===== src/rtl/serial_tc_pkg.sv =====
// Shared mode encoding and negate decision for the serial two's-complement converter.
package serial_tc_pkg;

    typedef enum logic [1:0] {
        MODE_PASS = 2'b00,
        MODE_NEG  = 2'b01,
        MODE_ABS  = 2'b10,
        MODE_RSVD = 2'b11
    } tc_mode_t;

    // Reserved mode falls through to pass-through.
    function automatic logic negate_sel(input tc_mode_t mode, input logic sign);
        return (mode == MODE_NEG) || ((mode == MODE_ABS) && sign);
    endfunction

endpackage


===== src/rtl/serial_tc_if.sv =====
// Framed serial stream bundle: input bits with word framing, converted output bits with flags.
interface serial_tc_if #(parameter int CHANNELS = 1);
    import serial_tc_pkg::*;

    logic                in_valid;
    logic                in_first;
    logic [CHANNELS-1:0] in_bit;
    tc_mode_t            mode;
    logic                out_valid;
    logic                out_first;
    logic                out_last;
    logic [CHANNELS-1:0] out_bit;
    logic [CHANNELS-1:0] out_ovf;

    modport master (
        output in_valid, in_first, in_bit, mode,
        input  out_valid, out_first, out_last, out_bit, out_ovf
    );

    modport slave (
        input  in_valid, in_first, in_bit, mode,
        output out_valid, out_first, out_last, out_bit, out_ovf
    );

endinterface


===== src/rtl/serial_tc_lane.sv =====
// One lane: capture shift register, output shift register and bit-serial negation.
module serial_tc_lane
    import serial_tc_pkg::*;
#(
    parameter int WIDTH = 8
) (
    input  logic     t_clk,
    input  logic     r_n,
    input  logic     accept,
    input  logic     load,
    input  logic     shift,
    input  logic     last,
    input  tc_mode_t mode_emit,
    input  logic     in_bit,
    output logic     out_bit,
    output logic     out_ovf
);

    // The newest bit arrives on in_bit, so only WIDTH-1 bits need holding.
    logic [WIDTH-2:0] csr;
    logic [WIDTH-1:0] osr;
    logic             sign;
    logic             seen_one;
    logic             neg;

    assign neg = negate_sel(mode_emit, sign);

    always_ff @(posedge t_clk or negedge r_n) begin
        if (!r_n) begin
            csr      <= '0;
            osr      <= '0;
            sign     <= 1'b0;
            seen_one <= 1'b0;
            out_bit  <= 1'b0;
            out_ovf  <= 1'b0;
        end else begin
            if (accept) begin
                csr <= (WIDTH-1)'({in_bit, csr} >> 1);
            end

            if (load) begin
                osr      <= {in_bit, csr};
                sign     <= in_bit;
                seen_one <= 1'b0;
            end else if (shift) begin
                osr      <= osr >> 1;
                seen_one <= seen_one | osr[0];
            end

            // Only the most negative value reaches the MSB with no earlier one.
            if (shift) begin
                out_bit <= osr[0] ^ (neg & seen_one);
                out_ovf <= last & neg & ~seen_one & osr[0];
            end else begin
                out_bit <= 1'b0;
                out_ovf <= 1'b0;
            end
        end
    end

endmodule


===== src/rtl/serial_tc_converter.sv =====
// Multi-lane framed serial converter: pass, negate or absolute value, LSB first.
module serial_tc_converter
    import serial_tc_pkg::*;
#(
    parameter int WIDTH    = 8,
    parameter int CHANNELS = 1
) (
    input  logic        t_clk,
    input  logic        r_n,
    serial_tc_if.slave  bus
);

    localparam int            CW       = $clog2(WIDTH);
    localparam logic [CW-1:0] LAST_IDX = CW'(WIDTH - 1);

    logic [CW-1:0]       cnt;
    logic [CW-1:0]       ecnt;
    logic [CW-1:0]       bit_idx;
    logic                in_prog;
    logic                active;
    logic                accept;
    logic                load;
    logic                last;
    tc_mode_t            mode_cap;
    tc_mode_t            mode_emit;
    logic                out_valid_q;
    logic                out_first_q;
    logic                out_last_q;
    logic [CHANNELS-1:0] lane_bit;
    logic [CHANNELS-1:0] lane_ovf;

    always_comb begin
        accept  = bus.in_valid && (bus.in_first || in_prog);
        bit_idx = bus.in_first ? '0 : cnt;
        load    = accept && (bit_idx == LAST_IDX);
        last    = active && (ecnt == LAST_IDX);
    end

    // A load may coincide with the final emit cycle of the previous word.
    always_ff @(posedge t_clk or negedge r_n) begin
        if (!r_n) begin
            cnt         <= '0;
            ecnt        <= '0;
            in_prog     <= 1'b0;
            active      <= 1'b0;
            mode_cap    <= MODE_PASS;
            mode_emit   <= MODE_PASS;
            out_valid_q <= 1'b0;
            out_first_q <= 1'b0;
            out_last_q  <= 1'b0;
        end else begin
            if (accept) begin
                if (bus.in_first) begin
                    mode_cap <= bus.mode;
                end
                if (load) begin
                    cnt     <= '0;
                    in_prog <= 1'b0;
                end else begin
                    cnt     <= bit_idx + CW'(1);
                    in_prog <= 1'b1;
                end
            end

            if (load) begin
                mode_emit <= mode_cap;
                active    <= 1'b1;
                ecnt      <= '0;
            end else if (last) begin
                active <= 1'b0;
                ecnt   <= '0;
            end else if (active) begin
                ecnt <= ecnt + CW'(1);
            end

            out_valid_q <= active;
            out_first_q <= active && (ecnt == '0);
            out_last_q  <= last;
        end
    end

    for (genvar c = 0; c < CHANNELS; c++) begin : g_lane
        serial_tc_lane #(.WIDTH(WIDTH)) u_lane (
            .t_clk     (t_clk),
            .r_n       (r_n),
            .accept    (accept),
            .load      (load),
            .shift     (active),
            .last      (last),
            .mode_emit (mode_emit),
            .in_bit    (bus.in_bit[c]),
            .out_bit   (lane_bit[c]),
            .out_ovf   (lane_ovf[c])
        );
    end

    assign bus.out_valid = out_valid_q;
    assign bus.out_first = out_first_q;
    assign bus.out_last  = out_last_q;
    assign bus.out_bit   = lane_bit;
    assign bus.out_ovf   = lane_ovf;

endmodule


===== src/flat_wrapper.sv =====
// flat-port wrapper written by rule: the top's interface ports become plain ports
module serial_tc_converter_flat import serial_tc_pkg::*;
#(
    parameter int WIDTH    = 8,
    parameter int CHANNELS = 1
)
  (t_clk, r_n, bus_in_valid, bus_in_first, bus_in_bit, bus_mode, bus_out_valid, bus_out_first, bus_out_last, bus_out_bit, bus_out_ovf);
  serial_tc_if #(.CHANNELS(CHANNELS)) bus_i ();
  input  logic t_clk;
  input  logic r_n;
  input wire logic [$bits(bus_i.in_valid)-1:0] bus_in_valid;
  input wire logic [$bits(bus_i.in_first)-1:0] bus_in_first;
  input wire logic [$bits(bus_i.in_bit)-1:0] bus_in_bit;
  input wire logic [$bits(bus_i.mode)-1:0] bus_mode;
  output wire logic [$bits(bus_i.out_valid)-1:0] bus_out_valid;
  output wire logic [$bits(bus_i.out_first)-1:0] bus_out_first;
  output wire logic [$bits(bus_i.out_last)-1:0] bus_out_last;
  output wire logic [$bits(bus_i.out_bit)-1:0] bus_out_bit;
  output wire logic [$bits(bus_i.out_ovf)-1:0] bus_out_ovf;
  assign bus_i.in_valid = bus_in_valid;
  assign bus_i.in_first = bus_in_first;
  assign bus_i.in_bit = bus_in_bit;
  assign bus_i.mode = bus_mode;
  assign bus_out_valid = bus_i.out_valid;
  assign bus_out_first = bus_i.out_first;
  assign bus_out_last = bus_i.out_last;
  assign bus_out_bit = bus_i.out_bit;
  assign bus_out_ovf = bus_i.out_ovf;
  serial_tc_converter #(.WIDTH(WIDTH), .CHANNELS(CHANNELS)) u_core (.t_clk(t_clk), .r_n(r_n), .bus(bus_i));
endmodule

===== config.mk =====
export PLATFORM = sky130hd
export DESIGN_NAME = serial_tc_converter_flat
export DESIGN_NICKNAME = d
export VERILOG_FILES = /design/src/rtl/serial_tc_pkg.sv /design/src/rtl/serial_tc_if.sv /design/src/rtl/serial_tc_lane.sv /design/src/rtl/serial_tc_converter.sv /design/src/flat_wrapper.sv
export SDC_FILE = /design/constraint.sdc
export NUM_CORES = 1
export LEC_CHECK = 0
export CAP_MARGIN = 20
export CORE_UTILIZATION = 45
export DETAILED_ROUTE_END_ITERATION = 16
export SYNTH_ARGS = -nofsm -noshare
export SYNTH_HDL_FRONTEND = slang
export SYNTH_SLANG_ARGS = --single-unit

===== constraint.sdc =====
create_clock -name t_clk -period 2.85 [get_ports t_clk]
set_clock_uncertainty 0.1 [all_clocks]
set_input_delay 0.4275 -clock t_clk [delete_from_list [all_inputs] [get_ports t_clk]]
set_output_delay 0.4275 -clock t_clk [all_outputs]
set_load 0.02 [all_outputs]

==> impl_metrics.csv <==
group,metric,value,unit
outcome,run_status,"complete, no violations",
final_layout,multi_input_comb_area,597,µm²
route,remaining_antenna_violation_count_after_routing,0,
yosys,synth_cells,127,
setup_path,worstReg2RegEnd,"u_core.g_lane[0].u_lane.osr[3]",
timing,achievable-frequency,447,MHz
setup_path,worst_stage_delay_on_the_critical_path,0.61,ns
setup_path,worst-setup-path-type,"primary input to register",
place,finalWeightedCongestion,0.688,
timing,final-max-slew-violation-count,0,
worst_hold_path,hold_critical_path_depth,1,
final_layout,final_net_count,153,
timing,timing.final.ws_setup,0.615,ns
route,detailroute.via_count,912,
setup_path,critical_path.max_fanout,20,
place,portBuffers,11,
clocking,cts.clk_slew.worst_paths,0.09,ns
setup_path,crit_chain,"clkdlybuf4s50_1, and2b_2, ha_1, ha_1, o211a_1, nand2_1, o21ai_1",
floorplan,pin_count,12,
final_layout,area_growth,12.8,%
timing,hold_ws,0.371,ns
setup_path,r2r-start,"u_core.cnt[0]",
yosys,yosys_register_bits,34,
timing,grt_setup_unrepaired,"no",
route,drt_wl_total,2.28,mm
setup_path,startpoint_type,"primary input",
power,power.ir.vdd_worst,310,µV
worst_hold_path,min_path_type,"register to register",
clocking,worstSkewPairLatency,0.33,ns
setup_path,timing.critical_path.required,2.94,ns
flow_run,maxCapViolations,0,
global_routing,grt_pass1_wl,4.01,mm
power,power_density_normalized_to_cell_area,627,mW/mm²
clocking,cts.sinks,34,
setup_path,timing.critical_path.from,"bus_in_first",
route,post-route-drc-count,0,
floorplan,initial_core_util,48.0,%
yosys,ys_types,23,
final_layout,layout.cells.most_common_list,"34 x dfrtp_1, 25 x nand2_1, 11 x clkdlybuf4s50_1",
final_layout,final_util,54.1,%
setup_path,timing.critical_path.to_type,"register",
setup_path,reg2reg_slack,1.00,ns
global_routing,groute.usage.overall,16.2,%
global_routing,grt_use_met1,20.2,%
floorplan,core_region_area,0.00310,mm²
clocking,post_cts_buffers,0,
worst_hold_path,start_point_of_the_worst_hold_path,"u_core.ecnt[2]",
place,dp_slack,0.244,ns
timing,worst_pin_slew,0.766,ns
clocking,buffers_from_clock_root_to_sink_at_most,2,
place,estimated_wirelength_of_the_detail_placed_design,1.59,mm
final_layout,num-fill-cells,305,
place,placement.cell_area,0.00163,mm²
timing,layout_min_cycle_time,2.23,ns
clocking,clock_root_buffer,"clkbuf_4",
global_routing,vias_in_the_first_global_route,901,
global_routing,gr-total-overflow,0,
floorplan,row_count,20,
setup_path,cp_top_family,"buffers and inverters",
timing,timing.setup.tns,0,ns
clocking,post_cts_resize_count,0,
yosys,yosys_warnings,0,
clocking,ctsHoldBuffers,0,
setup_path,cp_common_cell,"ha_1",
floorplan,die-height,59.5,µm
final_layout,leading_cell_type_in_the_layout_fill_and_taps_excluded,"dfrtp_1",
setup_path,critical_path.n_buffers_inverters,1,
power,total_leakage_power,0.752,nW
global_routing,initial_antenna_violation_count,0,
clocking,numCtsBuffers,5,
yosys,fraction_of_the_yosys_area_taken_by_sequential_cells,57.1,%
floorplan,die_width,59.5,µm
route,wire_per_inst,12.4,µm
route,drtPass1Iterations,2,
setup_path,critical_path_arrival,2.33,ns
global_routing,met2_usage,24.2,%
floorplan,design.die.area,0.00354,mm²
yosys,synthesis.area,0.00149,mm²
worst_hold_path,whs_endpoint,"u_core.bus.out_first",
timing,post-route-period-util,78.4,%
final_layout,antenna-diode-count,0,
route,detail_route.iter0.violations,26,
timing,finalHoldViolations,0,
timing,relSlewSlack,49.0,%
final_layout,share_of_layout_cells_above_drive_strength_1,15.0,%
global_routing,grt_max_degree,35,
final_layout,postLayoutCellArea,0.00168,mm²
global_routing,grt.busiest_layer,"met2",
timing,report.final.setup_viol,0,
clocking,clock_tree.htree_level_count,2,
yosys,syn-num-nets,139,
setup_path,timing.critical_path.slowest_stage_cell,"clkdlybuf4s50_1",
route,detail_route.vias_per_cell,4.96,
setup_path,ff2ff_path_depth,6,
yosys,avgSynthCellArea,11.7,µm²
final_layout,sequential_cell_area,851,µm²
global_routing,gr-usage-met3,7.21,%
clocking,tritoncts,"built",
-- through the flow --
stage	power, mW	instances
2_1_floorplan	0.750	127
3_3_place_gp	0.800	178
3_5_place_dp	0.814	178
4_1_cts	1.07	184
5_1_grt	1.13	184
6_report	1.05	184
-- where the power goes --
part           total [mW]  internal (mW)  switching [mW]
logic               0.179          0.106          0.0728
clock network       0.254          0.111           0.143
registers           0.620          0.562          0.0578
total                1.05          0.779           0.274
-- registers in the layout, summed over array words and instances (netlist names) --
name / count
u_core.g_lane.u_lane.osr: 8
u_core.g_lane.u_lane.csr: 7
u_core.cnt: 3
u_core.ecnt: 3
u_core.mode_cap: 2
u_core.mode_emit: 2
u_core.active: 1
u_core.bus.out_first: 1
u_core.bus.out_last: 1
u_core.bus.out_valid: 1
u_core.g_lane.u_lane.out_bit: 1
u_core.g_lane.u_lane.out_ovf: 1
u_core.g_lane.u_lane.seen_one: 1
u_core.g_lane.u_lane.sign: 1
u_core.in_prog: 1
-- layer usage --
layer,vias to the layer above,routed length (µm),share of wire (%)
met2,15,1130,50
met5,-,0,0
met3,6,94,4.1
li1,454,-,-
met1,437,1010,44
met4,0,39,1.7
-- kinds of logic (layout without fill, tap and decap cells) --
| group | Yosys count | after routing | synth area share (%) |
|---|---|---|---|
| muxes | 18 | 18 | 13.9 |
| adders and majority gates | 5 | 5 | 4.20 |
| DFF | 34 | 34 | 57.1 |
| AOI/OAI and AO/OA | 20 | 20 | 7.73 |
| buffers and inverters | 7 | 20 | 2.77 |
| and+or+nand+nor | 43 | 43 | 14.2 |
-- worst max path at each step --
| stage | end | slack, ns | depth (start not counted) |
|---|---|---|---|
| after floorplan | u_core.g_lane[0].u_lane.osr[7] | 1.18 | 7 |
| after global placement | u_core.g_lane[0].u_lane.sign | 0.34 | 7 |
| after detailed placement | u_core.g_lane[0].u_lane.sign | 0.24 | 7 |
| after CTS | u_core.g_lane[0].u_lane.sign | 0.61 | 7 |
| after global routing | u_core.g_lane[0].u_lane.osr[4] | 0.45 | 7 |
| final | u_core.g_lane[0].u_lane.osr[3] | 0.62 | 7 |
-- layout make-up --
type	count	area share, %
clock buffer	6	3.06
inverter	2	0.447
multi-input combinational	86	35.5
sequential	34	50.7
tap	44	3.28
timing repair buffer	12	7.00
-- worst reg2reg max path, delay by kind of cell, from the launching register on --
kind | cells | cell delay (ns)
AND/OR/NAND/NOR | 2 | 0.35
AO/OA/AOI/OAI | 2 | 0.42
adder cells (fa/ha/maj) | 2 | 0.46
flip-flops | 1 | 0.39
-- synthesized netlist by cell type --
library cell,number,share of area [%]
o21ai_2,1,0.59
dfrtp_1,34,57
buf_4,1,0.50
o21ai_0,3,1.0
o211a_1,1,0.67
ha_1,5,4.2
inv_1,2,0.50
a21oi_1,5,1.7
nand2b_1,6,2.5
mux2_4,4,4.0
a21boi_0,1,0.50
o21ai_1,7,2.4
buf_6,1,0.76
nor2_1,3,0.76
o22ai_1,1,0.42
nand2_1,25,6.3
buf_2,3,1.0
and2_1,2,0.84
o211ai_1,1,0.50
and2b_2,3,1.8
mux2_2,6,4.5
nand3b_1,4,2.0
mux2i_1,8,5.4
Power figures use the tool's default switching activity.
